--- src/rtl/btn_conditioner.sv ---
// btn_conditioner: synchronize, debounce and edge-detect four push buttons
//   Ports: ClkPort (clock), ResetN (async active-low reset),
//          BtnRaw[3:0] raw pins {L,R,U,C}, BtnLevel[3:0] debounced held level,
//          BtnPress[3:0] one-cycle pulse per accepted press (or repeat).
//   Optional auto-repeat for buttons selected by REPEAT_MASK: `define BTN_AUTOREPEAT_EN
module btn_conditioner #(
  parameter int DEBOUNCE_CYCLES = 1_000_000,
  parameter int REPEAT_DELAY = 30_000_000,
  parameter int REPEAT_PERIOD = 10_000_000,
  parameter logic [3:0] REPEAT_MASK = 4'b1100
) (
  input  logic       ClkPort,
  input  logic       ResetN,
  input  logic [3:0] BtnRaw,
  output logic [3:0] BtnLevel,
  output logic [3:0] BtnPress
);
  typedef enum logic [1:0] {RELEASED, MAYBE_PRESS, PRESSED, MAYBE_RELEASE} state_t;
  localparam int CW = $clog2(DEBOUNCE_CYCLES);
  localparam logic [CW-1:0] CNT_LAST = CW'(DEBOUNCE_CYCLES - 1);
  if (DEBOUNCE_CYCLES < 2 || REPEAT_DELAY < 1 || REPEAT_PERIOD < 1 || $bits(REPEAT_MASK) != 4) begin : g_bad_param
    $error("btn_conditioner: illegal parameter value");
  end
  logic [3:0] sync0, sync1;
  state_t state [4];
  state_t state_nx [4];
  logic [CW-1:0] cnt [4];
  logic [CW-1:0] cnt_nx [4];
  logic [3:0] accept, level_nx, press_nx;
  always_ff @(posedge ClkPort or negedge ResetN) begin
    if (!ResetN) begin
      sync0 <= '0;
      sync1 <= '0;
      BtnLevel <= '0;
      BtnPress <= '0;
      for (int i = 0; i < 4; i++) begin
        state[i] <= RELEASED;
        cnt[i] <= '0;
      end
    end else begin
      sync0 <= BtnRaw;
      sync1 <= sync0;
      BtnLevel <= level_nx;
      BtnPress <= press_nx;
      for (int i = 0; i < 4; i++) begin
        state[i] <= state_nx[i];
        cnt[i] <= cnt_nx[i];
      end
    end
  end
  // Compare-before-increment keeps cnt within DEBOUNCE_CYCLES-1, so it never wraps.
  always_comb begin
    for (int i = 0; i < 4; i++) begin
      state_nx[i] = state[i];
      cnt_nx[i] = cnt[i];
      accept[i] = 1'b0;
      case (state[i])
        RELEASED: if (sync1[i]) begin
          state_nx[i] = MAYBE_PRESS;
          cnt_nx[i] = '0;
        end
        MAYBE_PRESS: if (!sync1[i]) begin
          state_nx[i] = RELEASED;
          cnt_nx[i] = '0;
        end else if (cnt[i] == CNT_LAST) begin
          state_nx[i] = PRESSED;
          accept[i] = 1'b1;
        end else cnt_nx[i] = cnt[i] + 1'b1;
        PRESSED: if (!sync1[i]) begin
          state_nx[i] = MAYBE_RELEASE;
          cnt_nx[i] = '0;
        end
        default: if (sync1[i]) state_nx[i] = PRESSED;
          else if (cnt[i] == CNT_LAST) state_nx[i] = RELEASED;
          else cnt_nx[i] = cnt[i] + 1'b1;
      endcase
      level_nx[i] = state_nx[i] == PRESSED || state_nx[i] == MAYBE_RELEASE;
    end
  end
`ifdef BTN_AUTOREPEAT_EN
  localparam int RMAX = REPEAT_DELAY > REPEAT_PERIOD ? REPEAT_DELAY : REPEAT_PERIOD;
  localparam int RW = $clog2(RMAX + 1);
  localparam logic [RW-1:0] DELAY_LAST = RW'(REPEAT_DELAY - 1);
  localparam logic [RW-1:0] PERIOD_LAST = RW'(REPEAT_PERIOD - 1);
  logic [RW-1:0] rcnt [4];
  logic [RW-1:0] rcnt_nx [4];
  logic [3:0] first, first_nx, rep;
  always_ff @(posedge ClkPort or negedge ResetN) begin
    if (!ResetN) begin
      first <= '0;
      for (int i = 0; i < 4; i++) rcnt[i] <= '0;
    end else begin
      first <= first_nx;
      for (int i = 0; i < 4; i++) rcnt[i] <= rcnt_nx[i];
    end
  end
  // first marks that the initial REPEAT_DELAY interval is still running;
  // the timer keeps going through a bounce back from MAYBE_RELEASE.
  always_comb begin
    for (int i = 0; i < 4; i++) begin
      rcnt_nx[i] = rcnt[i];
      first_nx[i] = first[i];
      rep[i] = 1'b0;
      if (accept[i]) begin
        rcnt_nx[i] = '0;
        first_nx[i] = 1'b1;
      end else if (REPEAT_MASK[i] && BtnLevel[i] && level_nx[i]) begin
        if (rcnt[i] == (first[i] ? DELAY_LAST : PERIOD_LAST)) begin
          rep[i] = 1'b1;
          rcnt_nx[i] = '0;
          first_nx[i] = 1'b0;
        end else rcnt_nx[i] = rcnt[i] + 1'b1;
      end
    end
    press_nx = accept | (rep & REPEAT_MASK);
  end
`else
  assign press_nx = accept;
`endif
endmodule

--- config.mk ---
export PLATFORM = sky130hd
export DESIGN_NAME = btn_conditioner
export DESIGN_NICKNAME = d
export VERILOG_FILES = /design/src/rtl/btn_conditioner.sv
export SDC_FILE = /design/constraint.sdc
export NUM_CORES = 1
export LEC_CHECK = 0
export ABC_AREA = 1
export BUFFER_PORTS_ARGS = -buffer_cell sky130_fd_sc_hd__buf_2
export CORE_MARGIN = 2
export CORE_UTILIZATION = 25
export CTS_BUF_LIST = sky130_fd_sc_hd__clkbuf_8
export CTS_CLUSTER_DIAMETER = 120
export DETAILED_ROUTE_END_ITERATION = 10
export SYNTH_ARGS = -nofsm -noshare
export SYNTH_HDL_FRONTEND = slang
export SYNTH_SLANG_ARGS = --single-unit
--- constraint.sdc ---
create_clock -name ClkPort -period 2.7 [get_ports ClkPort]
set_clock_uncertainty 0.2 [all_clocks]
set_input_delay 0.81 -clock ClkPort [delete_from_list [all_inputs] [get_ports ClkPort]]
set_output_delay 0.81 -clock ClkPort [all_outputs]
set_load 0.005 [all_outputs]
==> results.cfg, run 1 <==
[layout]
fin_cells = 1313
area_growth_pct = 9.67
drive_above_1_share = 0.0651
post-route-util = 0.278
n_fill_cell = 2777
diodes = 0
fin_nets = 988

[place]
dpl.hpwl_mm = 11.1
dpl_worst_slack_ns = 0.513
dp.cells = 1297
globalplace.congestion = 0.908
port_buffers = 13

[yosys]
synth_edf_count = 0
synth_cell_types = 31
synth-async-reset-ratio = 1.00
yosysTopAreaCell = dfrtp_1
syn_nets = 970
yosysMostFrequentCell = nand2_1
syn_area_per_cell_um2 = 6.62
synth_top_area_frac = 0.402
yosys_warnings = 0
synth_area_um2 = 6360
ys_top_cells_by_area = dfrtp_1 40%, nand2_1 17%, nor2_1 10%
yosys-top-cells-count = 280 x nand2_1, 169 x nor2_1, 135 x inv_1
synth_seq_area_share = 0.402
syn_inst = 960
yosys_register_bits = 102
synth-main-ff-cell = dfrtp_1

[worst_setup_path]
r2r_slack_ns = 0.49
ff2ff_path_depth = 10
arrival_ns = 2.29
critPathRequiredTime_ns = 2.78
cp-end-kind = flip-flop
critPathLaunch = cnt[0]
crit_end = cnt[6]
path_class = flip-flop to flip-flop
critical_path.max_fanout = 17
timing.rr.end = cnt[6]
r2r-start = cnt[0]
crit_path_start_kind = flip-flop

[sta]
grt_setup_unrepaired = no
max_freq_ghz = 0.453
relSlewSlack = 0.585
setup_viol = 0
finalHoldViolations = 0
min_period_ns = 2.21
tns_ns = 0
drv_slew = 0
worst_slack_ns = 0.493
worst_pin_slew_ns = 0.623
fin_crit_sh = 0.817

[power_and_ir_drop]
ir_drop_mv = 0.189
leakage_uw = 0.00326
clkPwrFrac = 0.340
p_sw_uw = 719
p_sw_frac = 0.268
pwr-share-comb = 0.071
power_density_nw_per_um2 = 385
seqPwrFrac = 0.589
intPower_uw = 1960

[floorplan]
io_pins = 14
initial_utilization = 0.254
die_y_um = 163
dieWidth_um = 163
num_rows = 58
coreArea_um2 = 25000
dieArea_um2 = 26700

[clock_tree]
cts.repair.resized = 0
cts.htree.levels = 3
cts_tree = built
clkSinkCount = 102
worstSkewPairLatency_ns = 0.39
clockBufferDepth = 2
cts_setup_buffers = 0
path_clk_slew_ns = 0.10
cts_hold_buf = 0
cts_root_buf = clkbuf_8
cts_buffers = 9

[global_routing]
grt_max_degree = 36
antenna_found_initial = 0
grt_pass1_wl_mm = 26.5
overflow = 0
track_usage = 0.120
grt_pass1_vias = 5725

[route]
drc = 0
post_drt_via_cell_ratio = 4.44
drt_pass1_iterations = 5
drtIter0Drc = 347
ant_nets = 0
num_vias = 5829
routed_wl_mm = 14.9
wl_per_cell_um = 11.3

[min_path]
timing.hold.worst.class = flip-flop to flip-flop

[outcome]
status = complete, no violations

[flow_run]
drv_cap = 0
-- cell families (layout without fill, tap and decap cells) --
group,count (synthesis),in the layout,synth area share
buf+inv,152,175,0.100
xor+xnor,1,1,0.00138
compound gates,54,54,0.0455
fa+ha+maj,4,4,0.00787
simple gates,647,647,0.444
flops,102,102,0.402
-- how the worst min path moves through the flow --
stage	end	from	cells past startpoint	slack (ns)
3_5_place_dp	sync1[0]	sync0[0]	0	0.14
3_3_place_gp	sync1[3]	sync0[3]	0	0.13
6_report	sync1[2]	sync0[2]	0	0.16
2_1_floorplan	sync1[0]	sync0[0]	0	0.13
5_1_grt	sync1[2]	sync0[2]	0	0.17
4_1_cts	sync1[2]	sync0[2]	0	0.16
-- layer usage --
metal / up-vias / track usage / routed length (µm)
met5: - / 0 / 0
met4: 0 / 0.0283 / 225
met3: 16 / 0.0289 / 551
met2: 72 / 0.196 / 6650
met1: 2677 / 0.162 / 7460
li1: 3064 / - / -
-- final cells by class --
class	count	area [µm²]	area share
Tap cell	330	413	0.0592
Multi-Input combinational cell	706	3170	0.454
Inverter	138	520	0.0747
Timing Repair Buffer	21	140	0.0201
Sequential cell	102	2550	0.366
Clock inverter	6	40.0	0.00574
Clock buffer	10	138	0.0197
-- cell usage in the layout (no fill, tap or decap) --
| cell type | n |
|---|---|
| nand2_1 | 280 |
| nor2_1 | 169 |
| inv_1 | 137 |
| nand3_1 | 104 |
| dfrtp_1 | 102 |
| nand4_1 | 40 |
| o21ai_0 | 28 |
| nor3_1 | 24 |
| a21oi_1 | 15 |
| buf_2 | 12 |
| clkbuf_8 | 10 |
| buf_4 | 8 |
| nor2_2 | 7 |
| nand2_2 | 5 |
| nand3b_1 | 5 |
| nand3_2 | 4 |
| o21ai_1 | 4 |
| ha_1 | 4 |
| or2_2 | 3 |
| o21bai_1 | 3 |
| inv_2 | 2 |
| nor2_4 | 2 |
| o21ai_2 | 2 |
| nand2_4 | 2 |
| clkinv_4 | 2 |
| clkinvlp_4 | 2 |
| nor2_8 | 1 |
| and2_1 | 1 |
| a31oi_1 | 1 |
| a21o_1 | 1 |
| xor2_1 | 1 |
| inv_4 | 1 |
| buf_12 | 1 |
-- state kept, by name, indices dropped and copies added, names as in the netlist --
register and flops:
BtnLevel 4, BtnPress 4, cnt 80, state 6, sync0 4, sync1 4
-- worst max-delay path, cell delays in order, from the launching register on --
cell and delay, ns:
dfrtp_1 0.41, ha_1 0.25, nand2_1 0.09, nor2_1 0.09, nand2_1 0.10, inv_2 0.11, nand3_2 0.31, nand2_1 0.25
inv_1 0.10, a21oi_1 0.14, nor2_1 0.05
-- power groups by stage --
stage	Clock, µW	Combinational, µW	Sequential (µW)
floorplan	0	124	1600
global placement	0	193	1610
detailed placement	0	195	1610
finish	911	190	1580
global route	1040	224	1590
CTS	969	195	1580
-- through the flow --
step / hold slack [ns] / total power (µW) / area, µm²
after floorplan: 0.131 / 1730 / 6360
after global placement: 0.133 / 1800 / 6790
after detailed placement: 0.136 / 1800 / 6790
after CTS: 0.164 / 2740 / 6970
after global routing: 0.166 / 2850 / 6970
final: 0.159 / 2680 / 6970
No activity file was read; power rests on OpenSTA's default activity.
==> run 2: changes to the inputs <==
- ABC_AREA: 1 -> 0
- clock period: 2.7 -> 1.84 ns (I/O delays scaled with it)
==> run 2 against run 1 <==
Via count fell by 12%. Flip-flop and latch count did not move. Utilization rose by 11 points. Critical endpoint is now BtnLevel[1]. Register-to-register slack got worse by 0.74 ns. The run now ends with negative setup slack left. Hold slack got worse by 0.11 ns. Design area rose by 21%. Final cell count fell by 19%. First-iteration DRC count fell by 29%.
==> results.cfg, run 2 <==
[outcome]
status = complete, but fails checks
violations = negative setup slack

[place]
dpl_worst_slack_ns = -0.257
port_buffers = 13
placed_area_um2 = 7070
dpl.hpwl_mm = 9.62
globalplace.congestion = 0.822

[yosys]
synth_mux_area_frac = 0.0232
synth-main-ff-cell = dfrtp_1
syn_area_per_cell_um2 = 9.58
synth-simple-area-share = 0.276
synth_top_family_by_area = simple AND/OR/NAND/NOR gates
ys_top_cells_by_area = dfrtp_1 46%, nand2_1 3.6%, nor2_1 3.6%
synth_fa_ha_area_frac = 0.00909
synth_top_area_frac = 0.464
synth_xor_area_frac = 0.0620
yosysTopAreaCell = dfrtp_1
synth-compound-area-share = 0.141
syn_inst = 575
synth_seq_area_share = 0.464
yosysMostFrequentCell = dfrtp_1
synth-async-reset-ratio = 1.00
yosys_register_bits = 102
synth_edf_count = 0
synth_cell_types = 65
yosys-top-cells-count = 102 x dfrtp_1, 53 x nand2_1, 53 x nor2_1
yosys_warnings = 0
syn_nets = 585
synth_area_um2 = 5510

[global_routing]
top_usage_layer = met2
overflow = 0
grt_util_met3 = 0.0276
met1_usage = 0.162
track_usage = 0.122
antenna_found_initial = 0
grt_pass1_vias = 5073
grt_max_degree = 53
grt_pass1_wl_mm = 23.8
met2_usage = 0.198

[min_path]
whs_path_depth = 1
worstHoldStart = BtnRaw[1]
timing.hold.worst.class = input port to flip-flop
worst_hold_path.endpoint = sync0[1]

[worst_setup_path]
cp-end-kind = flip-flop
critical_path.max_fanout = 3
ff2ff_path_depth = 5
path_class = flip-flop to flip-flop
r2r_slack_ns = -0.24
critPathRequiredTime_ns = 1.92
arrival_ns = 2.17
crit_path_start_kind = flip-flop
timing.rr.end = BtnLevel[1]
r2r-start = cnt[48]

[route]
routed_wl_mm = 14.7
num_vias = 5132
drc = 0
ant_nets = 0
drt_pass1_iterations = 4
post_drt_via_cell_ratio = 4.84
wl_per_cell_um = 13.8
drtIter0Drc = 245

[clock_tree]
worstSkewPairLatency_ns = 0.40
cts_buffers = 9
cts.htree.levels = 3
clockBufferDepth = 2
path_clk_slew_ns = 0.11
cts_root_buf = clkbuf_8
clkSinkCount = 102
cts_tree = built

[power_and_ir_drop]
ir_drop_mv = 0.381
leakage_uw = 0.00363
power_density_nw_per_um2 = 529

[floorplan]
die_y_um = 152
initial_utilization = 0.254
num_rows = 54
dieArea_um2 = 23200
io_pins = 14
coreArea_um2 = 21700
dieWidth_um = 152

[layout]
top_regs = cnt x80, state x6
regMostFlops = cnt
fin_nets = 785
drive_above_1_share = 0.473
diodes = 0
largest_reg_flops = 80
area_growth_pct = 52.8
final_common_cell = buf_4
fin_area_um2 = 8410
final_cell_mix = 173 x buf_4, 92 x dfrtp_1, 47 x nand2_1

[sta]
fin_crit_sh = 1.13
worst_pin_slew_ns = 0.464
finalHoldViolations = 0
setup_viol = 39
worst_slack_ns = -0.244
max_freq_ghz = 0.480
drv_slew = 0
relSlewSlack = 0.688
grt_setup_unrepaired = yes
min_period_ns = 2.08

[flow_run]
drv_cap = 0
==> run 2: cell count changes in the layout (fill, tap and decap cells not counted), moves of 14 or more <==
cell     delta
buf_6      +27
xnor2_1    +15
nor2_1    -124
nand2_1   -233
nand3_1    -87
nand4_1    -14
inv_1     -132
xor2_1     +19
nor3_1     -24
buf_4     +165
o21ai_0    -14
==> run 2: how the worst max path moves through the flow <==
stage | startpoint | endpoint | slack (ns)
after floorplan | cnt[47] | BtnLevel[1] | -0.31
after global placement | cnt[48] | BtnLevel[1] | -0.22
after detailed placement | cnt[48] | BtnLevel[1] | -0.26
after CTS | cnt[53] | BtnLevel[1] | -0.25
after global routing | cnt[48] | BtnLevel[1] | -0.32
final | cnt[48] | BtnLevel[1] | -0.24
==> run 2: layout make-up <==
cell class	instances	area, µm²
clock buffer	9	124
inverter	4	15.0
sequential	102	2560
tap	280	350
multi-input combinational	443	3540
timing repair buffer	215	1720
clock inverter	7	98.8
fill	2097	13300
==> run 2: report_power, final <==
group / internal, µW / switching, µW
combinational: 228 / 276
clock: 773 / 851
sequential: 2290 / 32.8
total: 3290 / 1160
==> run 2: critical path: stages (launching register included) <==
cell	delay [ns]
dfrtp_1	0.39
or4_4	0.55
nor4_4	0.29
buf_4	0.19
nand3_4	0.07
mux2_4	0.30
==> run 2: logic make-up after synthesis <==
family,Yosys count
and+or+nand+nor,272
AOI/OAI and AO/OA,116
DFF,102
xor gates and xnor gates,39
buffers and inverters,30
muxes,12
adders and majority gates,4
==> run 2: per-stage QoR <==
step | TNS, ns | hold WS [ns] | util | instances | power (µW)
final | -4.11 | 0.0518 | 0.388 | 1060 | 4450
after global routing | -10.33 | 0.0187 | 0.388 | 1060 | 4660
after CTS | -3.36 | 0.0235 | 0.355 | 1038 | 4470
after detailed placement | -5.81 | 0.137 | 0.326 | 1002 | 2790
after global placement | -4.91 | 0.136 | 0.326 | 1002 | 2780
after floorplan | -3.13 | 0.0564 | - | 575 | 2560
==> run 2: repair_timing <==
action / 4_1_cts / 5_1_grt
endpoints found under the hold margin: 102 / 0
gates cloned: 0 / 0
endpoints found under the setup margin: 65 / 83
pin swaps: 43 / 87
gates resized for setup: 74 / 125
hold buffers: 1 / 0
buffers inserted: 23 / 24
==> run 2: layer usage <==
layer  vias up  wire length (µm)  share of wire
li1       2546                 -              -
met3        15               357          0.024
met1      2522              6870           0.47
met4         0               191          0.013
met2        49              7240           0.49
met5         -                 0              0
==> run 3: changes to the inputs <==
- CORE_ASPECT_RATIO: unset -> 1.2
==> run 3 against run 2 <==
The run still ends with negative setup slack left. Total power is 2.2% lower. Worst setup slack worse by 0.0089 ns. Register-to-register slack hardly changed. Via count is 0.68% lower. Final cell count is 1.0% lower.
==> results.cfg, run 3 (same netlist as run 2, synthesis figures left out) <==
[outcome]
status = complete, but fails checks
violations = negative setup slack

[floorplan]
coreArea_um2 = 21600
dieWidth_um = 139
initial_utilization = 0.255
dieArea_um2 = 23200
num_rows = 59
die_y_um = 167
io_pins = 14

[global_routing]
track_usage = 0.119
antenna_found_initial = 0
grt_max_degree = 55
overflow = 0
grt_pass1_vias = 4955
grt_pass1_wl_mm = 23.3

[layout]
drive_above_1_share = 0.430
regMostFlops = cnt
post-route-util = 0.380
fin_nets = 780
largest_reg_flops = 80
area_growth_pct = 49.2
final_cell_mix = 167 x buf_4, 97 x dfrtp_1, 48 x nand2_1
diodes = 0
final_common_cell = buf_4
top_regs = cnt x80, state x6

[route]
num_vias = 5097
drt_pass1_iterations = 4
drc = 0
wl_per_cell_um = 13.7
routed_wl_mm = 14.4
ant_nets = 0
drtIter0Drc = 251
post_drt_via_cell_ratio = 4.86

[clock_tree]
cts_buffers = 9
cts.htree.levels = 3
cts_root_buf = clkbuf_8
clockBufferDepth = 2
clkSinkCount = 102
cts_tree = built
worstSkewPairLatency_ns = 0.39
path_clk_slew_ns = 0.10

[sta]
grt_setup_unrepaired = yes
worst_slack_ns = -0.253
max_freq_ghz = 0.478
fin_crit_sh = 1.14
tns_ns = -5.29
setup_viol = 58
drv_slew = 0
relSlewSlack = 0.676
worst_pin_slew_ns = 0.474
min_period_ns = 2.09
finalHoldViolations = 0

[worst_setup_path]
crit_path_start_kind = flip-flop
arrival_ns = 2.17
cp-end-kind = flip-flop
path_class = flip-flop to flip-flop
crit_chain = or4_4 > nor4_4 > buf_6 > nand3_2 > mux2_1
critical_path.max_fanout = 9
critPathRequiredTime_ns = 1.92
slowest_stage = or4_4
cpPeakStageDelay_ns = 0.55

[power_and_ir_drop]
leakage_uw = 0.00361
power_uw = 4350
power_density_nw_per_um2 = 529
ir_drop_mv = 0.322

[place]
port_buffers = 13
globalplace.congestion = 0.828
dpl_worst_slack_ns = -0.254
dpl.hpwl_mm = 9.63

[min_path]
timing.hold.worst.class = input port to flip-flop

[flow_run]
drv_cap = 0
[run 3: changes by cell type in the layout (fill, tap and decap cells not counted), sizes merged]
cell | before | now
clkbuf | 9 | 11
clkinv | 1 | 4
bufinv | 2 | 1
inv | 6 | 4
clkinvlp | 2 | 0
buf | 214 | 209
[run 3: final timing paths]
check / cells past startpoint / startpoint / slack [ns] / end
worst max-delay path: 5 / cnt[48] / -0.25 / BtnLevel[1]
worst min-delay path: 1 / BtnRaw[0] / 0.07 / sync0[0]
worst max register to register: 5 / cnt[48] / -0.25 / BtnLevel[1]
worst min register to register: 0 / sync0[0] / 0.16 / sync1[0]
max in group asynchronous: 3 / ResetN / 0.66 / cnt[13]
min in group asynchronous: 3 / ResetN / 0.50 / cnt[1]
[run 3: layer usage]
layer  part of all wire  vias up  GRT usage
li1                   -     2541          -
met1               0.46     2515      0.151
met2               0.51       28      0.204
met3              0.018       13     0.0242
met4              0.012        0     0.0334
met5                  0        -          0
[run 3: area by class of cell]
cell class / instances / area, µm²
Inverter: 4 / 15.0
Tap cell: 274 / 343
Sequential cell: 102 / 2560
Timing Repair Buffer: 210 / 1700
Fill cell: 2107 / 13400
Multi-Input combinational cell: 443 / 3390
Clock inverter: 5 / 57.6
Clock buffer: 11 / 151
[run 3: per-stage QoR]
step,instance area [µm²],hold slack (ns),instances
floorplan,5570,0.0564,575
global placement,7120,0.133,1001
detailed placement,7120,0.137,1001
CTS,7660,0.0568,1034
global route,8220,0.0522,1049
finish,8220,0.0690,1049
[run 3: timing repair]
action,CTS,global route
pin swaps,43,58
endpoints found under the hold margin,102,0
setup buffers,17,19
endpoints found under the setup margin,60,88
resized for setup,57,103
hold buffers,1,0
[run 3: power by group]
group          leakage [µW]  switching, µW  internal [µW]
combinational       0.00211            270            224
sequential          0.00138           35.2           2290
clock              0.000109            829            704
total               0.00361           1130           3220
[run 3: critical path, delay by kind of cell, from the launching register on]
kind	cells	cell delay, ns
flip-flops	1	0.39
buffers and inverters	1	0.17
multiplexers	1	0.31
AND/OR/NAND/NOR	3	0.91
